`src/rtl/sync_fifo_gen2_if.sv`:
```
// Bus bundle for sync_fifo_gen2: producer/consumer handshake, thresholds and status.
// master = the block driving the FIFO, slave = the FIFO itself.
interface sync_fifo_gen2_if #(
  parameter int DATA_W = 16,
  parameter int DEPTH  = 8
);
  localparam int CW = $clog2(DEPTH + 1);

  logic              flush;
  logic              wr_en;
  logic [DATA_W-1:0] wr_data;
  logic              rd_en;
  logic [CW-1:0]     af_thresh;
  logic [CW-1:0]     ae_thresh;
  logic              clr_sticky;

  logic [DATA_W-1:0] rd_data;
  logic              rd_valid;
  logic              wr_ack;
  logic              overflow;
  logic              underflow;
  logic              full;
  logic              empty;
  logic              almost_full;
  logic              almost_empty;
  logic [CW-1:0]     level;
  logic              ovf_sticky;
  logic              udf_sticky;
  logic [CW-1:0]     hwm;

  modport master (
    output flush, wr_en, wr_data, rd_en, af_thresh, ae_thresh, clr_sticky,
    input  rd_data, rd_valid, wr_ack, overflow, underflow, full, empty,
           almost_full, almost_empty, level, ovf_sticky, udf_sticky, hwm
  );

  modport slave (
    input  flush, wr_en, wr_data, rd_en, af_thresh, ae_thresh, clr_sticky,
    output rd_data, rd_valid, wr_ack, overflow, underflow, full, empty,
           almost_full, almost_empty, level, ovf_sticky, udf_sticky, hwm
  );
endinterface

```
`src/rtl/sync_fifo_gen2.sv`:
```
// Single-clock FIFO with arbitrary depth, standard or FWFT read, live thresholds,
// write-through when full, flush and sticky errors. Define FIFO_HWM_EN for high-water-mark tracking.
module sync_fifo_gen2 #(
  parameter int DATA_W = 16,
  parameter int DEPTH  = 8,
  parameter int FWFT   = 0,
  parameter int CW     = $clog2(DEPTH + 1)
) (
  input logic           clk,
  input logic           rst_n,
  sync_fifo_gen2_if.slave bus
);

  localparam int            PW      = $clog2(DEPTH);
  localparam logic [PW-1:0] LAST    = PW'(DEPTH - 1);
  localparam logic [CW-1:0] DEPTH_C = CW'(DEPTH);

  logic [DATA_W-1:0] mem [DEPTH];
  logic [PW-1:0]     wr_ptr;
  logic [PW-1:0]     rd_ptr;
  logic [CW-1:0]     level_q;
  logic [CW-1:0]     level_next;
  logic              full_c;
  logic              empty_c;
  logic              rd_acc;
  logic              wr_acc;
  logic              ovf_evt;
  logic              udf_evt;
  logic              wr_ack_q;
  logic              overflow_q;
  logic              underflow_q;
  logic              ovf_sticky_q;
  logic              udf_sticky_q;

  // Explicit wrap so non-power-of-two depths never index past the last slot.
  function automatic logic [PW-1:0] ptr_inc(input logic [PW-1:0] p);
    return (p == LAST) ? '0 : p + PW'(1);
  endfunction

  assign full_c  = (level_q == DEPTH_C);
  assign empty_c = (level_q == '0);
  assign rd_acc  = bus.rd_en & ~empty_c;
  assign wr_acc  = bus.wr_en & (~full_c | rd_acc);
  assign ovf_evt = ~bus.flush & bus.wr_en & ~wr_acc;
  assign udf_evt = ~bus.flush & bus.rd_en & empty_c;

  // NOTE: every output of an always_comb gets a default first so no latch is inferred.
  always_comb begin
    level_next = level_q;
    if (bus.flush)
      level_next = '0;
    else if (wr_acc && !rd_acc)
      level_next = level_q + CW'(1);
    else if (rd_acc && !wr_acc)
      level_next = level_q - CW'(1);
  end

  // NOTE: sequential state uses non-blocking assignments so all registers update from pre-edge values.
  always_ff @(posedge clk) begin
    if (!rst_n) begin
      wr_ptr  <= '0;
      rd_ptr  <= '0;
      level_q <= '0;
    end else if (bus.flush) begin
      wr_ptr  <= '0;
      rd_ptr  <= '0;
      level_q <= '0;
    end else begin
      if (wr_acc) wr_ptr <= ptr_inc(wr_ptr);
      if (rd_acc) rd_ptr <= ptr_inc(rd_ptr);
      level_q <= level_next;
    end
  end

  // NOTE: storage has no reset so it can map onto RAM; validity is tracked by level alone.
  always_ff @(posedge clk) begin
    if (rst_n && !bus.flush && wr_acc)
      mem[wr_ptr] <= bus.wr_data;
  end

  always_ff @(posedge clk) begin
    if (!rst_n) begin
      wr_ack_q     <= 1'b0;
      overflow_q   <= 1'b0;
      underflow_q  <= 1'b0;
      ovf_sticky_q <= 1'b0;
      udf_sticky_q <= 1'b0;
    end else begin
      wr_ack_q    <= ~bus.flush & wr_acc;
      overflow_q  <= ovf_evt;
      underflow_q <= udf_evt;
      // A new error in the clearing cycle must not be lost, so set beats clear.
      if (ovf_evt)             ovf_sticky_q <= 1'b1;
      else if (bus.clr_sticky) ovf_sticky_q <= 1'b0;
      if (udf_evt)             udf_sticky_q <= 1'b1;
      else if (bus.clr_sticky) udf_sticky_q <= 1'b0;
    end
  end

  generate
    if (FWFT != 0) begin : g_fwft
      // Head word is presented directly; masked while empty so idle output is a clean zero.
      assign bus.rd_data  = empty_c ? '0 : mem[rd_ptr];
      assign bus.rd_valid = ~empty_c;
    end else begin : g_std
      logic [DATA_W-1:0] rd_data_q;
      logic              rd_valid_q;

      always_ff @(posedge clk) begin
        if (!rst_n) begin
          rd_data_q  <= '0;
          rd_valid_q <= 1'b0;
        end else if (bus.flush) begin
          rd_valid_q <= 1'b0;
        end else if (rd_acc) begin
          rd_data_q  <= mem[rd_ptr];
          rd_valid_q <= 1'b1;
        end else begin
          rd_valid_q <= 1'b0;
        end
      end

      assign bus.rd_data  = rd_data_q;
      assign bus.rd_valid = rd_valid_q;
    end
  endgenerate

`ifdef FIFO_HWM_EN
  logic [CW-1:0] hwm_q;

  // level_next is zero during flush, so the max leaves the mark untouched there.
  always_ff @(posedge clk) begin
    if (!rst_n)
      hwm_q <= '0;
    else if (bus.clr_sticky)
      hwm_q <= level_next;
    else if (level_next > hwm_q)
      hwm_q <= level_next;
  end

  assign bus.hwm = hwm_q;
`else
  assign bus.hwm = '0;
`endif

  assign bus.wr_ack       = wr_ack_q;
  assign bus.overflow     = overflow_q;
  assign bus.underflow    = underflow_q;
  assign bus.ovf_sticky   = ovf_sticky_q;
  assign bus.udf_sticky   = udf_sticky_q;
  assign bus.full         = full_c;
  assign bus.empty        = empty_c;
  assign bus.level        = level_q;
  assign bus.almost_full  = (bus.af_thresh != '0) & (level_q >= bus.af_thresh);
  assign bus.almost_empty = (level_q <= bus.ae_thresh);

  // Structural invariants; simulation only, ignored by synthesis.
  a_level_bound: assert property (@(posedge clk) disable iff (!rst_n) level_q <= DEPTH_C);
  a_wr_ptr_bound: assert property (@(posedge clk) disable iff (!rst_n) wr_ptr <= LAST);
  a_rd_ptr_bound: assert property (@(posedge clk) disable iff (!rst_n) rd_ptr <= LAST);

endmodule

```
`src/flat_wrapper.sv`:
```
// flat-port wrapper written by rule: the top's interface ports become plain ports
module sync_fifo_gen2_flat 
#(
  parameter int DATA_W = 16,
  parameter int DEPTH  = 8,
  parameter int FWFT   = 0,
  parameter int CW     = $clog2(DEPTH + 1)
)
  (clk, rst_n, bus_flush, bus_wr_en, bus_wr_data, bus_rd_en, bus_af_thresh, bus_ae_thresh, bus_clr_sticky, bus_rd_data, bus_rd_valid, bus_wr_ack, bus_overflow, bus_underflow, bus_full, bus_empty, bus_almost_full, bus_almost_empty, bus_level, bus_ovf_sticky, bus_udf_sticky, bus_hwm);
  sync_fifo_gen2_if #(.DATA_W(DATA_W), .DEPTH(DEPTH)) bus_i ();
  input logic clk;
  input logic rst_n;
  input wire logic [$bits(bus_i.flush)-1:0] bus_flush;
  input wire logic [$bits(bus_i.wr_en)-1:0] bus_wr_en;
  input wire logic [$bits(bus_i.wr_data)-1:0] bus_wr_data;
  input wire logic [$bits(bus_i.rd_en)-1:0] bus_rd_en;
  input wire logic [$bits(bus_i.af_thresh)-1:0] bus_af_thresh;
  input wire logic [$bits(bus_i.ae_thresh)-1:0] bus_ae_thresh;
  input wire logic [$bits(bus_i.clr_sticky)-1:0] bus_clr_sticky;
  output wire logic [$bits(bus_i.rd_data)-1:0] bus_rd_data;
  output wire logic [$bits(bus_i.rd_valid)-1:0] bus_rd_valid;
  output wire logic [$bits(bus_i.wr_ack)-1:0] bus_wr_ack;
  output wire logic [$bits(bus_i.overflow)-1:0] bus_overflow;
  output wire logic [$bits(bus_i.underflow)-1:0] bus_underflow;
  output wire logic [$bits(bus_i.full)-1:0] bus_full;
  output wire logic [$bits(bus_i.empty)-1:0] bus_empty;
  output wire logic [$bits(bus_i.almost_full)-1:0] bus_almost_full;
  output wire logic [$bits(bus_i.almost_empty)-1:0] bus_almost_empty;
  output wire logic [$bits(bus_i.level)-1:0] bus_level;
  output wire logic [$bits(bus_i.ovf_sticky)-1:0] bus_ovf_sticky;
  output wire logic [$bits(bus_i.udf_sticky)-1:0] bus_udf_sticky;
  output wire logic [$bits(bus_i.hwm)-1:0] bus_hwm;
  assign bus_i.flush = bus_flush;
  assign bus_i.wr_en = bus_wr_en;
  assign bus_i.wr_data = bus_wr_data;
  assign bus_i.rd_en = bus_rd_en;
  assign bus_i.af_thresh = bus_af_thresh;
  assign bus_i.ae_thresh = bus_ae_thresh;
  assign bus_i.clr_sticky = bus_clr_sticky;
  assign bus_rd_data = bus_i.rd_data;
  assign bus_rd_valid = bus_i.rd_valid;
  assign bus_wr_ack = bus_i.wr_ack;
  assign bus_overflow = bus_i.overflow;
  assign bus_underflow = bus_i.underflow;
  assign bus_full = bus_i.full;
  assign bus_empty = bus_i.empty;
  assign bus_almost_full = bus_i.almost_full;
  assign bus_almost_empty = bus_i.almost_empty;
  assign bus_level = bus_i.level;
  assign bus_ovf_sticky = bus_i.ovf_sticky;
  assign bus_udf_sticky = bus_i.udf_sticky;
  assign bus_hwm = bus_i.hwm;
  sync_fifo_gen2 #(.DATA_W(DATA_W), .DEPTH(DEPTH), .FWFT(FWFT), .CW(CW)) u_core (.clk(clk), .rst_n(rst_n), .bus(bus_i));
endmodule
```
`config.mk`:
```
export PLATFORM = sky130hd
export DESIGN_NAME = sync_fifo_gen2_flat
export DESIGN_NICKNAME = d
export VERILOG_FILES = /design/src/rtl/sync_fifo_gen2_if.sv /design/src/rtl/sync_fifo_gen2.sv /design/src/flat_wrapper.sv
export SDC_FILE = /design/constraint.sdc
export NUM_CORES = 1
export LEC_CHECK = 0
export CAP_MARGIN = 40
export CORE_MARGIN = 1
export CORE_UTILIZATION = 45
export CTS_BUF_LIST = sky130_fd_sc_hd__clkbuf_8
export DETAILED_ROUTE_END_ITERATION = 8
export PLACE_DENSITY_LB_ADDON = 0.3
export SYNTH_ARGS = -nofsm -noshare
export SYNTH_HDL_FRONTEND = slang
export SYNTH_SLANG_ARGS = --single-unit
export TNS_END_PERCENT = 20
```
`constraint.sdc`:
```
create_clock -name clk -period 5.3 [get_ports clk]
set_input_delay 0.53 -clock clk [delete_from_list [all_inputs] [get_ports clk]]
set_output_delay 0.53 -clock clk [all_outputs]
set_load 0.005 [all_outputs]
```
==> results of run 1 <==
[sequential cells by signal, summed over array words and instances (netlist names)]
signal,count
u_core.bus.ovf_sticky,1
u_core.bus.wr_ack,1
u_core.bus.overflow,1
u_core.mem,128
u_core.bus.rd_data,16
u_core.bus.rd_valid,1
u_core.bus.level,4
u_core.bus.underflow,1
u_core.rd_ptr,3
u_core.bus.udf_sticky,1
u_core.wr_ptr,3
[layout by cell type (no fill, tap or decap), types with 2 or more instances in the layout]
master and n:
nor2_1 9, clkinv_4 3, and3_1 10, a21o_1 3, clkdlybuf4s50_1 59, dfxtp_1 31, edfxtp_1 128, ha_1 15
a221o_1 16, nor3_2 3, nor3_1 2, a211oi_1 2, clkinv_2 3, and3_2 7, nand2_1 11, inv_1 12
nor2b_1 2, nand2b_1 4, clkbuf_8 18, a21oi_1 8, mux4_2 32, conb_1 4, nand3_1 5, clkinvlp_4 5
buf_4 9, or3_1 2, o21a_1 3, bufinv_16 2
[power groups by stage]
| stage | registers (W) | clock network, W | logic [W] |
|---|---|---|---|
| 3_5_place_dp | 0.00142 | 0 | 0.000222 |
| 3_3_place_gp | 0.00142 | 0 | 0.000218 |
| 5_1_grt | 0.00139 | 0.000930 | 0.000242 |
| 2_1_floorplan | 0.00142 | 0 | 0.000126 |
| 6_report | 0.00139 | 0.000859 | 0.000220 |
| 4_1_cts | 0.00139 | 0.000879 | 0.000224 |
[area by class of cell]
class	count	area, sq um	area share [%]
sequential	160	4490	59.9
multi-input combinational	157	1670	22.4
timing repair buffer	69	673	8.99
clock buffer	18	248	3.31
tap	176	220	2.94
clock inverter	14	143	1.90
inverter	12	45.0	0.602
[routing by layer]
metal	vias up	GRT usage [%]	wire (um)	part of all wire, %
met4	0	7.79	138	1.2
met3	9	3.77	620	5.3
li1	1521	-	-	-
met5	-	0	0	0
met1	1651	23.1	5040	43
met2	107	29.9	5930	51
[per-stage QoR]
step / setup slack, ns / utilization [%] / hold slack (ns) / instance area [sq um] / total power [W]
final: 2.24 / 55.7 / 0.462 / 7490 / 0.00247
after global routing: 2.08 / 55.7 / 0.486 / 7490 / 0.00257
after CTS: 2.26 / 55.7 / 0.465 / 7490 / 0.00249
after detailed placement: 2.25 / 52.8 / 0.444 / 7100 / 0.00164
after global placement: 2.35 / 52.7 / 0.441 / 7080 / 0.00164
after floorplan: 2.30 / - / 0.451 / 6310 / 0.00154
[worst paths after layout]
path	startpoint	end	slack, ns	cells after the start
setup / recovery	u_core.bus.level[0]	u_core.bus.level[3]	2.24	10
hold / removal	u_core.bus.ovf_sticky	u_core.bus.ovf_sticky	0.46	1
setup reg to reg	u_core.bus.level[0]	u_core.bus.level[3]	2.24	10
hold reg to reg	u_core.bus.ovf_sticky	u_core.bus.ovf_sticky	0.46	1
[cell families (layout without fill, tap and decap cells)]
logic type	count (synthesis)	in the layout
flops	160	160
simple gates	66	66
compound gates	36	36
mux	33	33
buf+inv	32	113
fa+ha+maj	16	16
xor+xnor	2	2
other cells	1	4
[worst max-delay path, delay by kind of cell (launching register included)]
| kind | cells | cell delay (ns) |
|---|---|---|
| AOI/OAI and AO/OA | 5 | 1.00 |
| adders and majority gates | 2 | 0.52 |
| buffers and inverters | 2 | 0.29 |
| DFF | 1 | 0.41 |
| and+or+nand+nor | 1 | 0.74 |
==> results_dict.tcl, run 1 <==
set metrics [dict create \
    coreArea_sq_um 13500 \
    grt_max_degree 33 \
    cts_sinks 160 \
    ys_ff_latch 160 \
    synthCells 346 \
    hold_buffers 0 \
    max_cap_violations 0 \
    timing.slew.headroom_pct 41.5 \
    drive_gt1_share_pct 21.4 \
    synth-seq-area-share_pct 71.2 \
    peakVddDrop_uv 132 \
    place_inst 574 \
    synth.top_cell.area_share_pct 61.1 \
    fin_crit_sh_pct 57.8 \
    tns_ns 0 \
    synth_top_family_by_area "multiplexers" \
    clkTransAtPathRegs_ns 0.08 \
    start_util_pct 46.8 \
    status "complete, no violations" \
    postRouteWirelength_um 11700 \
    setup_viol 0 \
    p_per_area_nw_per_um2 330 \
    p_int_w 0.00192 \
    netlist_area_sq_um 6290 \
    worstPathRequired_ns 5.64 \
    cp-start-kind "register" \
    crit_type "reg -> reg" \
    clkPwrFrac_pct 34.8 \
    cp_cell_sequence "or4b_2 > o21ai_1 > inv_1 > ha_1 > inv_1 > ha_1 > a21oi_1 > a211o_1 > a211oi_1 > a31o_2" \
    async_reset_ff_share_pct 0 \
    cts_max_level 4 \
    finalHoldViolCount 0 \
    io_buffers 59 \
    finalCriticalPeriod_ns 3.06 \
    yosys.area.top_type "edfxtp_1" \
    synth-edff-count 128 \
    wl_per_cell_um 19.4 \
    io_pins 64 \
    clk_path_buf_depth 2 \
    cp_data_arrival_time_ns 3.40 \
    ctsResizeCount 0 \
    p_sw_w 0.000550 \
    die_area_sq_um 14500 \
    die_height_um 120 \
    insertion_delay_ns 0.44 \
    firstDrtPassIters 5 \
    synth_fa_ha_area_share_pct 3.30 \
    synth_simple_gate_area_share_pct 6.08 \
    drtIter0Drc 244 \
    first_global_vias 3473 \
    synth-main-ff-cell "edfxtp_1" \
    synth_mux_area_share_pct 11.6 \
    final_net_count 463 \
    gp_congestion 0.747 \
    place_hpwl_um 7430 \
    yosysMostFrequentCell "edfxtp_1" \
    synth_xor_area_share_pct 0.278 \
    seqPwrFrac_pct 56.3 \
    area_growth_pct 19.0 \
    nFillCells 1059 \
    cts_tree "built" \
    antennaDiodeCount 0 \
    p_leak_nw 2.55 \
    grtUsageTotal_pct 18.0 \
    critPathCaptureType "register" \
    worst_pin_slew_ns 0.875 \
    cts-root-buf "clkbuf_8" \
    yosysWarnings 0 \
    synth.avg_cell_area_sq_um 18.2 \
    fin_skew_ns 0.00855 \
    grt_first_pass_wirelength_um 19000 \
    ys_top_cells_by_count "128 x edfxtp_1, 32 x dfxtp_1, 32 x mux4_2" \
    hold_path.class "reg -> reg" \
    cpMaxStageDelayCell "or4b_2" \
    rsz0062_at_grt "false" \
    dieWidth_um 120 \
    vias_per_cell 5.43 \
    antenna_found_initial 0 \
    max_freq_mhz 327 \
    overflow 0 \
    synth_area_leaders "edfxtp_1 61%, mux4_2 11%, dfxtp_1 10%" \
    num_vias 3288 \
    post_cts.repair.setup_buffers 0 \
    drtAntennaViolNets 0 \
    crit_path_max_incr_delay_ns 0.74 \
    slew_violations 0 \
    yosysUniqueCellTypes 43 \
    drc_errors 0 \
    num_rows 42 \
    switching_share_pct 22.3 \
    finalNonFillerCells 606 \
    numCtsBuffers 17 \
    synth_compound_area_share_pct 4.57 \
    pwr-share-comb_pct 8.9 \
    worstPathMaxFanout 7 \
]
Note: power is estimated with default switching activity, not from simulation.
==> inputs of run 2 (changes only) <==
clock period = 3 ns   (was 5.3 ns; I/O delays follow)
==> run 2 against run 1 <==
Compared with the run above:
- wire length down 0.19%
- sequential power increased by 77%
- global-route usage is 0.26 points lower
- worst setup slack worse by 2.0 ns
- combinational power rose by 86%
- power is 83% higher
- count of clock-buffer cells in the layout grew 2
- sequential share of layout area shrank 1.1 points
- clock power increased by 92%
- non-clock buffer count increased by 13
- critical path depth stayed put
- flip-flop and latch count unchanged
- critical endpoint unchanged
- largest cell class unchanged
- largest power group unchanged
==> results_dict.tcl, run 2 (synthesized netlist as in run 1, its figures left out) <==
set metrics [dict create \
    status "complete, no violations" \
    area_growth_pct 21.1 \
    insertion_delay_ns 0.43 \
    max_cap_violations 0 \
    cts-root-buf "clkbuf_8" \
    coreArea_sq_um 13500 \
    antenna_found_initial 0 \
    finalNonFillerCells 619 \
    fin_ws_ns 0.251 \
    dieWidth_um 120 \
    p_per_area_nw_per_um2 591 \
    drtIter0Drc 314 \
    io_pins 64 \
    timing.slew.headroom_pct 62.1 \
    rsz0062_at_grt "false" \
    final_cell_mix "128 x edfxtp_1, 59 x clkdlybuf4s50_1, 32 x mux4_2" \
    crit_path_max_incr_delay_ns 0.66 \
    drtAntennaViolNets 0 \
    tns_ns 0 \
    worstPathMaxFanout 7 \
    firstDrtPassIters 4 \
    clk_path_buf_depth 2 \
    setup_viol 0 \
    place_hpwl_um 7430 \
    worst_pin_slew_ns 0.569 \
    antennaDiodeCount 0 \
    fin_skew_ns 0.00887 \
    cts_sinks 160 \
    vias_per_cell 5.45 \
    die_area_sq_um 14500 \
    p_leak_nw 2.68 \
    numCtsBuffers 17 \
    place_inst 587 \
    num_vias 3371 \
    grtUsageTotal_pct 17.8 \
    die_height_um 120 \
    max_freq_mhz 364 \
    met3_wirelength_um 656 \
    cts_tree "built" \
    num_rows 42 \
    io_buffers 59 \
    drc_errors 0 \
    cp_cell_sequence "or4b_2 > o21ai_2 > inv_1 > ha_1 > inv_1 > ha_1 > a21oi_1 > nand3_1 > a211oi_1 > a31o_2" \
    crit_type "reg -> reg" \
    place_ws_ns 0.167 \
    start_util_pct 46.8 \
    cp-start-kind "register" \
    hold_buffers 0 \
    first_global_vias 3486 \
    postRouteWirelength_um 11700 \
    final_core_util_pct 56.7 \
    cp_top_family "simple AND/OR/NAND/NOR gates" \
    startpoint "u_core.bus.level[3]" \
    finalHoldViolCount 0 \
    final_common_cell "edfxtp_1" \
    clkTransAtPathRegs_ns 0.07 \
    hold_path_startpoint "u_core.bus.ovf_sticky" \
    cp_data_arrival_time_ns 3.12 \
    reg2reg_from "u_core.bus.level[3]" \
    drive_gt1_share_pct 22.8 \
    critPathCaptureType "register" \
    post_cts.repair.setup_buffers 0 \
    cpMaxStageDelayCell "or4b_2" \
    total_power_w 0.00451 \
    peakVddDrop_uv 264 \
    cp_num_buf_inv 2 \
    cts_max_level 4 \
    slew_violations 0 \
    top_layer "met4" \
    largest_register_ffs 128 \
    grt_first_pass_wirelength_um 18700 \
    wl_per_cell_um 18.9 \
    fin_crit_sh_pct 91.6 \
    overflow 0 \
    hold_path.class "reg -> reg" \
    final_net_count 476 \
    gp_congestion 0.805 \
    finalCriticalPeriod_ns 2.75 \
    worstPathRequired_ns 3.37 \
    grt_max_degree 23 \
    regMostFlops "u_core.mem" \
    wl_met1_um 5030 \
    dr_wl_met2_um 5900 \
]
-- run 2: cell type report --
type	instances	area (sq um)
clock inverter	12	151
inverter	12	45.0
fill	1059	5830
multi-input combinational	157	1670
clock buffer	20	275
sequential	160	4490
tap	176	220
timing repair buffer	82	776
-- run 2: worst paths after layout --
check	endpoint	slack (ns)	cells past startpoint
worst max-delay path	u_core.bus.level[3]	0.25	10
worst min-delay path	u_core.bus.ovf_sticky	0.46	1
worst max register to register	u_core.bus.level[3]	0.25	10
worst min register to register	u_core.bus.ovf_sticky	0.46	1
-- run 2: repair_timing --
item | in CTS | in global routing
hold endpoints to repair | 0 | 0
endpoints found under the setup margin | 0 | 1
gates resized for setup | 0 | 2
-- run 2: metrics by stage --
| step | cell area [sq um] | hold WS [ns] |
|---|---|---|
| 2_1_floorplan | 6310 | 0.389 |
| 3_3_place_gp | 7190 | 0.440 |
| 3_5_place_dp | 7190 | 0.450 |
| 4_1_cts | 7620 | 0.452 |
| 5_1_grt | 7630 | 0.485 |
| 6_report | 7630 | 0.462 |
-- run 2: routing by layer --
metal  vias up  track usage, %
li1       1542               -
met1      1720            22.7
met2       100            29.8
met3         9            4.67
met4         0            5.56
met5         -               0
-- run 2: where the power goes --
| part | total, W | leakage, nW | internal [W] | switching (W) |
|---|---|---|---|---|
| clock network | 0.00165 | 0.242 | 0.000953 | 0.000693 |
| registers | 0.00246 | 1.41 | 0.00243 | 0.0000273 |
| logic | 0.000410 | 1.03 | 0.000224 | 0.000186 |
